[config.mk]
export PLATFORM = sky130hd
export DESIGN_NAME = seg_pixel_fetch
export DESIGN_NICKNAME = d
export VERILOG_FILES = /design/src/rtl/seg_pixel_fetch.sv
export SDC_FILE = /design/constraint.sdc
export NUM_CORES = 1
export LEC_CHECK = 0
export ABC_CLOCK_PERIOD_IN_PS = 3000
export BUFFER_PORTS_ARGS = -buffer_cell sky130_fd_sc_hd__buf_2
export CAP_MARGIN = 40
export CORE_MARGIN = 2
export CORE_UTILIZATION = 54
export DETAILED_ROUTE_END_ITERATION = 7
export PLACE_DENSITY = 0.79
export SYNTH_ARGS = -nofsm -noshare
export SYNTH_HDL_FRONTEND = slang
export SYNTH_SLANG_ARGS = --single-unit
export TNS_END_PERCENT = 30
[constraint.sdc]
create_clock -name clk -period 3 [get_ports clk]
set_input_delay 0 -clock clk [delete_from_list [all_inputs] [get_ports clk]]
set_output_delay 0 -clock clk [all_outputs]
set_load 0.03 [all_outputs]
[src/rtl/seg_pixel_fetch.sv]
// Pixel fetcher: reads num_pixels words from image memory through a credit-limited
// prefetch FIFO and presents them as a valid/ready pixel stream with a last marker.
module seg_pixel_fetch #(
    parameter int ADDR_W     = 32,
    parameter int CH         = 3,
    parameter int CH_W       = 8,
    parameter int RD_LAT     = 1,
    parameter int FIFO_DEPTH = 4,
    localparam int PIX_W     = CH * CH_W
) (
    input  logic              clk,
    input  logic              rst,
    input  logic              start,
    input  logic              clear,
    input  logic [ADDR_W-1:0] base_addr,
    input  logic [ADDR_W-1:0] num_pixels,
    output logic              busy,
    output logic              done,
    output logic [ADDR_W-1:0] img_addr,
    output logic              img_en,
    input  logic [PIX_W-1:0]  img_dout,
    output logic [PIX_W-1:0]  out_data,
    output logic              out_valid,
    input  logic              out_ready,
    output logic              out_last
);
    localparam int PTR_W = $clog2(FIFO_DEPTH);
    localparam int CNT_W = $clog2(FIFO_DEPTH + 1) + 1;

    localparam logic [1:0] IDLE  = 2'd0;
    localparam logic [1:0] FETCH = 2'd1;
    localparam logic [1:0] DRAIN = 2'd2;
    localparam logic [1:0] DONE  = 2'd3;

    logic [1:0]        state;
    logic [1:0]        state_next;
    logic [ADDR_W-1:0] base_q;
    logic [ADDR_W-1:0] num_q;
    logic [ADDR_W-1:0] issued;
    logic [ADDR_W-1:0] popped;
    logic [ADDR_W-1:0] last_addr;
    logic [RD_LAT-1:0] rd_vld;
    logic [RD_LAT-1:0] rd_vld_next;
    logic [PIX_W-1:0]  fifo_mem [FIFO_DEPTH];
    logic [PTR_W-1:0]  wr_ptr;
    logic [PTR_W-1:0]  rd_ptr;
    logic [CNT_W-1:0]  fifo_count;
    logic [CNT_W-1:0]  inflight;
    logic              issue;
    logic              push;
    logic              pop;
    logic              last_accept;
    logic              take_start;

    always_comb begin
        inflight = '0;
        for (int i = 0; i < RD_LAT; i++) begin
            inflight = inflight + CNT_W'(rd_vld[i]);
        end
    end

    // A read only goes out if its return is guaranteed a FIFO slot.
    assign issue = (state == FETCH) && !clear && (issued != num_q)
                   && ((fifo_count + inflight) < CNT_W'(FIFO_DEPTH));

    assign img_en      = issue;
    assign img_addr    = issue ? (base_q + issued) : last_addr;
    assign push        = rd_vld[RD_LAT-1];
    assign out_valid   = (fifo_count != '0);
    assign out_data    = out_valid ? fifo_mem[rd_ptr] : '0;
    assign out_last    = out_valid && (popped == (num_q - ADDR_W'(1)));
    assign pop         = out_valid && out_ready;
    assign last_accept = pop && out_last;
    assign busy        = (state == FETCH) || (state == DRAIN);
    assign done        = (state == DONE);
    assign take_start  = (state == IDLE) && start;

    always_comb begin
        rd_vld_next    = rd_vld << 1;
        rd_vld_next[0] = issue;
    end

    always_comb begin
        state_next = state;
        case (state)
            IDLE:    if (start) state_next = (num_pixels == '0) ? DONE : FETCH;
            FETCH:   if (issued == num_q) state_next = DRAIN;
            DRAIN:   if ((inflight == '0) && last_accept) state_next = DONE;
            DONE:    state_next = IDLE;
            default: state_next = IDLE;
        endcase
        if (clear) state_next = IDLE;
    end

    always_ff @(posedge clk or negedge rst) begin
        if (!rst) begin
            state      <= IDLE;
            base_q     <= '0;
            num_q      <= '0;
            issued     <= '0;
            popped     <= '0;
            last_addr  <= '0;
            rd_vld     <= '0;
            wr_ptr     <= '0;
            rd_ptr     <= '0;
            fifo_count <= '0;
        end else begin
            state <= state_next;
            if (issue) last_addr <= img_addr;
            // Abort discards everything in flight, including reads still returning.
            if (clear) begin
                issued     <= '0;
                popped     <= '0;
                rd_vld     <= '0;
                wr_ptr     <= '0;
                rd_ptr     <= '0;
                fifo_count <= '0;
            end else begin
                if (take_start) begin
                    base_q <= base_addr;
                    num_q  <= num_pixels;
                    issued <= '0;
                    popped <= '0;
                end else begin
                    if (issue) issued <= issued + ADDR_W'(1);
                    if (pop)   popped <= popped + ADDR_W'(1);
                end
                rd_vld <= rd_vld_next;
                if (push) wr_ptr <= wr_ptr + PTR_W'(1);
                if (pop)  rd_ptr <= rd_ptr + PTR_W'(1);
                case ({push, pop})
                    2'b10:   fifo_count <= fifo_count + CNT_W'(1);
                    2'b01:   fifo_count <= fifo_count - CNT_W'(1);
                    default: fifo_count <= fifo_count;
                endcase
            end
        end
    end

    always_ff @(posedge clk) begin
        if (push && !clear) fifo_mem[wr_ptr] <= img_dout;
    end

endmodule
# [Word-level counts from Yosys, hierarchy flattened]
# Memory sizes are Yosys's and may differ from the RTL's.
# Index checks and enable logic that the tools add are counted.
[word_totals] regBits=171 ram_bits=96 mem_count=1 input_bits=93
[classes] addsub=9 bitwise=1 n_reduce_logical=22 eq_ne=11 n_lt_le_gt_ge=1 mux=23
[mem_list] memory="fifo_mem" depth=4 width=24 read_ports=1 rd_clocked_by_memory_dff=0 write_ports=1 line="44" source="logic [PIX_W-1:0] fifo_mem [FIFO_DEPTH];"
[ops] op="32-bit two-way mux" count=7
[ops] op="32-bit by 1-bit adder with 32-bit output, second input constant" count=2
[ops] op="32-bit equality test" count=2
[ops] op="32-bit adder" count=1
[ops] op="32-bit zero test" count=1
[ops] op="32-bit != test" count=1
[ops] op="32-bit by 1-bit subtractor with 32-bit output, second input constant" count=1
[ops] op="24-bit two-way mux" count=1
[ops] op="2-bit two-way mux" count=9
[ops] op="1-bit logical AND" count=9
[ops] op="3-bit nonzero test" count=3
[ops] op="2-bit case mux with 4 select lines" count=1
[ops] op="4-bit case mux with 2 select lines" count=1
[ops] op="2-bit equality test, second input constant" count=3
[ops] op="3-bit by 2-bit != test with 1-bit output, second input constant" count=2
[ops] op="2-bit by 1-bit adder with 2-bit output, second input constant" count=2
[ops] op="4-bit by 1-bit adder with 4-bit output" count=1
[ops] op="4-bit by 1-bit adder with 4-bit output, second input constant" count=1
[ops] op="2-bit by 1-bit equality test with 1-bit output, second input constant" count=2
[ops] op="4-bit zero test" count=1
[ops] op="4-bit by 3-bit less-than comparator with 1-bit output, second input constant" count=1
[ops] op="4-bit two-way mux" count=1
[ops] op="2-bit nonzero test" count=2
[ops] op="4-bit nonzero test" count=1
[ops] op="other kinds (9)" count=11

# [Longest topological paths before layout]
# Gate-level depths: netlist of run 1.
[logic_depth] ltp_word=8 ltp_mapped=12 depth_no_buf=12

# [Worst setup path before layout of run 1]
# OpenSTA, ideal clock, no wires.
[synth_path] path_type="register -> output" startpoint="register num_q[0]" endpoint="output port out_last" t_required_ns=3.000 path_stages_with_launch=12 setup_slack_ns=-0.400 t_arrival_ns=3.400 path_cell_list="dfrtp_1 > inv_1 > ha_1 > nor4b_4 > nand4_1 > xnor2_1 > nor3_1 > nand3b_1 > or4_1 > nor4b_1 > nand2_1 > nor3b_1"
[synth_via] elab_chain_cells=3
[synth_lines] item="start, declared" line="38" source="logic [ADDR_W-1:0] num_q;"
[synth_lines] item="start signal, assigned" line="121" source="num_q <= num_pixels;"
[synth_lines] item="32-bit by 1-bit subtractor with 32-bit output" line="71" source="assign out_last = out_valid && (popped == (num_q - ADDR_W'(1)));"
[synth_lines] item="32-bit equality test" line="71"
[synth_lines] item="1-bit logical AND" line="71"
[synth_lines] item="end, declared" line="25" source="output logic out_last"
# Every way passes these cells.

# [Final worst setup path of run 1]
[layout_path] startpoint="register base_q[12]" endpoint="output port img_addr[31]"
[layout_via] elab_chain_cells=2
[layout_lines] item="start, declared" line="37" source="logic [ADDR_W-1:0] base_q;"
[layout_lines] item="start signal, assigned" line="120" source="base_q <= base_addr;"
[layout_lines] item="32-bit adder" line="67" source="assign img_addr = issue ? (base_q + issued) : last_addr;"
[layout_lines] item="32-bit two-way mux" line="67"
[layout_lines] item="end, declared" line="19" source="output logic [ADDR_W-1:0] img_addr,"
# Every way passes these cells.

==> results.json, run 1 <==
{
  "vias": 12500,
  "worstSetupStartpointType": "register",
  "r2r_slack_ns": -0.27,
  "critPathKind": "reg -> out",
  "cts_buffers": 29,
  "failed_checks": "negative setup slack",
  "drv_cap": 0,
  "cp_max_fo": 4,
  "cts_tree": "yes",
  "fin_cells": 2050,
  "cts-root-buf": "clkbuf_16",
  "place_inst": 1850,
  "overflow": 0,
  "yosys_warnings": 0,
  "synth_seq_cells": 267,
  "cp-end-kind": "primary output",
  "synth_nets": 1467,
  "dr.pass1.iters": 6,
  "outcome": "finished with violations",
  "via_per_inst": 6.10,
  "std_cell_rows": 60,
  "ys_seq_area_share_pct": 49.3,
  "yosys.area.top_type_share_pct": 29.5,
  "num_antenna_cells": 0,
  "tns_ns": -10.27,
  "p_leak_nw": 8.24,
  "worst_slew_margin_rel_pct": 50.6,
  "post_synth_instance_area_um2": 14500,
  "final_nets": 1826,
  "power_density_nw_per_um2": 839,
  "fmax_mhz": 279,
  "yosys.area.top_type": "dfrtp_1",
  "combPwrFrac_pct": 46.8,
  "setup_violations": 51,
  "finalHoldViolations": 0,
  "grt_usage_pct": 28.7,
  "routedWlPerCell_um": 22.2,
  "rsz0062_at_grt": "true",
  "avgSynthCellArea_um2": 10.9,
  "drc": 0,
  "die_x_um": 168,
  "final.period_utilization_pct": 119,
  "die_h_um": 168,
  "layout-drive-gt1-share_pct": 35.2,
  "drtIter0Drc": 1273,
  "routabilityCongestion": 0.915,
  "internal_power_mw": 9.93,
  "vdd_drop_max_v": 0.000617,
  "dp_hpwl_um": 25700,
  "area_growth_pct": 35.4,
  "ys_types": 71,
  "cts_max_path_buffers": 3,
  "fin_ws_ns": -0.581,
  "floorplan.initialDensity_pct": 54.5,
  "io_pins": 154,
  "power.share.clock_pct": 21.8,
  "layout.filler_cells": 1643,
  "power.switching_fraction_pct": 39.8,
  "htreeDepth": 1,
  "cts_num_sinks": 267,
  "reg2reg_depth": 11,
  "design.die.area_um2": 28200,
  "period_minus_slack_ns": 3.58,
  "timing.final.max_slew_violations": 0,
  "clkTransAtPathRegs_ns": 0.07,
  "synth_area_leaders": "dfrtp_1 29%, edfxtp_1 20%, xor2_1 6.6%",
  "cp.required_ns": 3.00,
  "synthArstFlopShare_pct": 64.0,
  "clk_latency_ns": 0.58,
  "port_buffers": 153,
  "postRouteAntennaNets": 0,
  "wirelength_um": 45600,
  "core_area_um2": 26700,
  "switchingPower_mw": 6.58,
  "synth_ff_type": "dfrtp_1",
  "antenna_found_initial": 0,
  "seqPwrFrac_pct": 31.4,
  "hold_path.class": "in -> async",
  "worstMarginPinSlew_ns": 0.741,
  "finalPower_mw": 16.5,
  "synthCells": 1327,
  "grt_pass1_wl_um": 64500,
  "synth_edf_count": 96,
  "grt_start_max_net_pins": 79,
  "arrival_ns": 3.58,
  "fin_skew_ns": 0.0307,
  "grt_pass1_vias": 12400
}
-- final timing paths --
| check | from | end |
|---|---|---|
| setup / recovery | base_q[12] | img_addr[31] |
| max in group asynchronous | rst | base_q[10] |
| hold reg to reg | last_addr[27] | last_addr[27] |
| setup reg to reg | issued[8] | state[0] |
| min in group clk | start | state[1] |
| hold / removal | rst | rd_ptr[0] |
-- power groups by stage --
stage	Sequential, mW	Combinational [mW]	Clock (mW)
floorplan	4.90	4.32	0
global placement	5.10	6.04	0
detailed placement	5.14	6.18	0
CTS	5.11	6.89	3.61
global route	5.25	8.15	3.76
finish	5.19	7.72	3.60
-- cell usage in the layout, fill, tap and decap left out, types with 33 or more instances in the layout --
cell type / n
edfxtp_1: 96
nand2_1: 91
xnor2_1: 38
buf_2: 119
buf_4: 146
clkbuf_16: 33
nor2_1: 109
xor2_1: 105
dfrtp_1: 162
dlygate4sd3_1: 92
o21ai_0: 42
nand3_1: 39
mux2_2: 69
-- area by class of cell --
class	count	area (um^2)	area share, %
Inverter	34	130	0.661
Clock buffer	37	801	4.07
Timing Repair Buffer	392	3130	15.9
Sequential cell	267	7170	36.5
Tap cell	341	427	2.17
Clock inverter	17	159	0.808
Multi-Input combinational cell	962	7850	39.9
-- timing repair --
item,CTS,global route
gates resized for setup,138,135
buffers inserted,27,24
hold buffers,92,0
cloned,3,3
endpoints found under the hold margin,243,0
pin swaps,49,72
endpoints found under the setup margin,38,50
-- stage by stage --
step / utilization [%] / cell area [um^2] / setup WS (ns) / hold WS (ns)
CTS: 70.9 / 18900 / -0.552 / 0.0322
global route: 73.8 / 19700 / -0.591 / 0.0664
floorplan: - / 14600 / -0.141 / -0.296
detailed placement: 60.9 / 16200 / -0.156 / 0.0432
global placement: 60.9 / 16200 / -0.0984 / 0.0393
finish: 73.8 / 19700 / -0.581 / 0.0150
-- cells in the mapped netlist (all sizes together), types with 17 or more instances --
library cell	instances
dfrtp	171
nor2	119
xor2	109
nand2	98
edfxtp	96
o21ai	75
mux2	72
clkbuf	54
ha	45
a21oi	43
nand3	41
xnor2	40
inv	34
and2	33
nor4	25
mux4	24
nor3	21
nand4	20
or3	19
and3	17
-- logic make-up after synthesis --
kind of cell               count (synthesis)  synth area share, %
and+or+nand+nor                          452                 15.9
DFF                                      267                 49.3
AOI/OAI and AO/OA                        211                 9.27
xor gates and xnor gates                 149                 8.99
muxes                                    103                 9.79
buffers and inverters                     98                 2.63
adders and majority gates                 47                 4.15
-- sequential cells by signal, summed over array words and instances (netlist names) --
name,count
rd_ptr,2
base_q,32
fifo_count,4
state,2
issued,32
last_addr,32
push,1
fifo_mem,96
num_q,32
popped,32
wr_ptr,2
-- metal layers --
layer  wire (um)  GRT usage, %  vias up
met5           0             0        -
li1            -             -     5512
met1       16800          34.8     6142
met2       23300          52.3      640
met3        3130          3.71      209
met4        2320          10.3        0
-- critical path, cell delays in order (launching register included) --
cell	delay (ns)
dfrtp_1	0.42
ha_4	0.28
a21oi_1	0.29
o21a_1	0.26
o221ai_2	0.15
or3_4	0.41
o211ai_1	0.29
a21oi_2	0.13
a211oi_2	0.27
xnor2_2	0.14
o21ai_2	0.18
buf_6	0.15
Note: power is estimated with default switching activity, not from simulation.
==> run 2, diff against run 1 <==
--- a/config.mk
+++ b/config.mk
@@ -12,6 +12,7 @@
 export CORE_UTILIZATION = 54
 export DETAILED_ROUTE_END_ITERATION = 7
 export PLACE_DENSITY = 0.79
+export RECOVER_POWER = 100
 export SYNTH_ARGS = -nofsm -noshare
 export SYNTH_HDL_FRONTEND = slang
 export SYNTH_SLANG_ARGS = --single-unit
==> run 2 against run 1 <==
The flow finishes with violations (max-capacitance violations, max-slew violations, negative setup slack); sequential share of layout area up 0.27 points; count of clock-buffer cells in the layout unchanged; critical path depth up 1; highest routed layer unchanged.
==> results.json, run 2 (synthesized netlist as in run 1, its figures left out) <==
{
  "outcome": "finished with violations",
  "failed_checks": "max-capacitance violations, max-slew violations, negative setup slack",
  "cts-root-buf": "clkbuf_16",
  "vdd_drop_max_v": 0.000617,
  "tns_ns": -33.51,
  "cts_tree": "yes",
  "layout.cells.most_common": "dfrtp_1",
  "dp_hpwl_um": 25700,
  "final_area_um2": 19500,
  "drv_cap": 2,
  "power_density_nw_per_um2": 842,
  "die_h_um": 168,
  "worst_slew_margin_rel_pct": -14.1,
  "grt_usage_pct": 28.7,
  "wirelength_um": 45600,
  "grt_pass1_wl_um": 64500,
  "layout-drive-gt1-share_pct": 32.5,
  "multi_input_area_um2": 7830,
  "antenna_found_initial": 0,
  "fmax_mhz": 274,
  "die_x_um": 168,
  "crit_slowest_cell": "o311ai_0",
  "std_cell_rows": 60,
  "worstSetupStartpointType": "register",
  "critical_path.top_delay_family": "simple AND/OR/NAND/NOR gates",
  "arrival_ns": 3.65,
  "io_pins": 154,
  "postRouteAntennaNets": 0,
  "core_area_um2": 26700,
  "grt_start_max_net_pins": 79,
  "cts_num_sinks": 267,
  "fin_ws_ns": -0.655,
  "timing.final.max_slew_violations": 92,
  "dr.pass1.iters": 5,
  "utilization_pct": 73.3,
  "cp-end-kind": "primary output",
  "critPathKind": "reg -> out",
  "grt_pass1_vias": 12400,
  "period_minus_slack_ns": 3.65,
  "num_antenna_cells": 0,
  "cts_max_path_buffers": 3,
  "overflow": 0,
  "floorplan.initialDensity_pct": 54.5,
  "area_growth_pct": 34.4,
  "routabilityCongestion": 0.915,
  "layout.filler_cells": 1690,
  "final_nets": 1826,
  "final.period_utilization_pct": 122,
  "setup_violations": 96,
  "cp_max_fo": 8,
  "port_buffers": 153,
  "drtIter0Drc": 1372,
  "top_register": "fifo_mem",
  "path_common_cell": "buf_6",
  "fin_skew_ns": 0.0332,
  "design.die.area_um2": 28200,
  "clk_latency_ns": 0.58,
  "final_cell_mix": "163 x dfrtp_1, 131 x buf_4, 110 x nor2_1, 105 x xor2_1, 96 x edfxtp_1",
  "place_area_um2": 16200,
  "worstMarginPinSlew_ns": 1.71,
  "regArea_um2": 7170,
  "p_leak_nw": 8.07,
  "critical_path_buf_inv_count": 6,
  "finalHoldViolations": 0,
  "cp.required_ns": 3.00,
  "worstPathCellList": "buf_4, xor2_1, nor4_2, nand4_1, o311ai_0, buf_6, buf_12, inv_4, buf_6, nor2_1, a31oi_4, buf_6",
  "htreeDepth": 1,
  "cts_buffers": 29,
  "via_per_inst": 6.11,
  "drc": 0,
  "critical-path-max-stage-delay_ns": 0.57,
  "largest_register_ffs": 96,
  "hold_path.class": "in -> reg",
  "routedWlPerCell_um": 22.2,
  "rsz0062_at_grt": "true",
  "vias": 12500,
  "clkTransAtPathRegs_ns": 0.07
}
## run 2: cell count changes in the layout (fill, tap and decap cells not counted), sizes merged
cell    change
clkbuf     +47
buf        -47
## run 2: worst paths after layout
kind | endpoint | depth (start not counted) | slack, ns | startpoint
setup / recovery | img_addr[30] | 12 | -0.65 | issued[8]
hold / removal | state[1] | 5 | 0.17 | start
setup reg to reg | issued[6] | 14 | -0.58 | issued[8]
hold reg to reg | last_addr[27] | 2 | 0.47 | last_addr[27]
max in group asynchronous | num_q[24] | 3 | 0.48 | rst
min in group asynchronous | rd_ptr[0] | 2 | 0.42 | rst
## run 2: power breakdown
| group | total [mW] | switching (mW) | leakage (nW) | internal (mW) |
|---|---|---|---|---|
| registers | 5.19 | 0.678 | 3.05 | 4.51 |
| clock network | 3.60 | 1.53 | 0.475 | 2.07 |
| logic | 7.64 | 4.37 | 4.55 | 3.27 |
## run 2: layout make-up
cell class	count	share of cell area (%)
clock buffer	37	4.10
clock inverter	17	0.814
tap	341	2.19
timing repair buffer	392	15.4
sequential	267	36.7
inverter	34	0.666
multi-input combinational	962	40.1
## run 2: worst register-to-register path, stage by stage, from the launching register on
cell and delay, ns:
dfrtp_2 0.45, buf_4 0.17, xor2_1 0.19, nor4_2 0.35, nand4_1 0.21, o311ai_0 0.57
buf_4 0.23, buf_8 0.13, buf_2 0.23, clkbuf_16 0.21, buf_4 0.14, nor2_1 0.08
and3_1 0.21, xnor2_1 0.15, nor2_1 0.08
## run 2: through the flow
step / power [mW] / cells / setup WS (ns) / hold slack [ns]
6_report: 16.4 / 2050 / -0.655 / 0.166
5_1_grt: 17.1 / 2050 / -0.674 / 0.205
4_1_cts: 15.6 / 2025 / -0.552 / 0.0322
3_5_place_dp: 11.3 / 1850 / -0.156 / 0.0432
3_3_place_gp: 11.1 / 1850 / -0.0984 / 0.0393
2_1_floorplan: 9.22 / 1327 / -0.141 / -0.296
## run 2: timing repair
| action | CTS | global route |
|---|---|---|
| pin swaps | 49 | 72 |
| cloned | 3 | 3 |
| endpoints found under the hold margin | 243 | 0 |
| buffers inserted | 27 | 24 |
| hold buffers | 92 | 0 |
| endpoints found under the setup margin | 38 | 50 |
| resized for setup | 138 | 135 |
## run 2: metal layers
layer | track usage, % | wire length (um) | vias up
li1 | - | - | 5511
met1 | 34.8 | 17000 | 6150
met2 | 52.3 | 23200 | 659
met3 | 3.71 | 3120 | 211
met4 | 10.3 | 2300 | 0
met5 | 0 | 0 | -
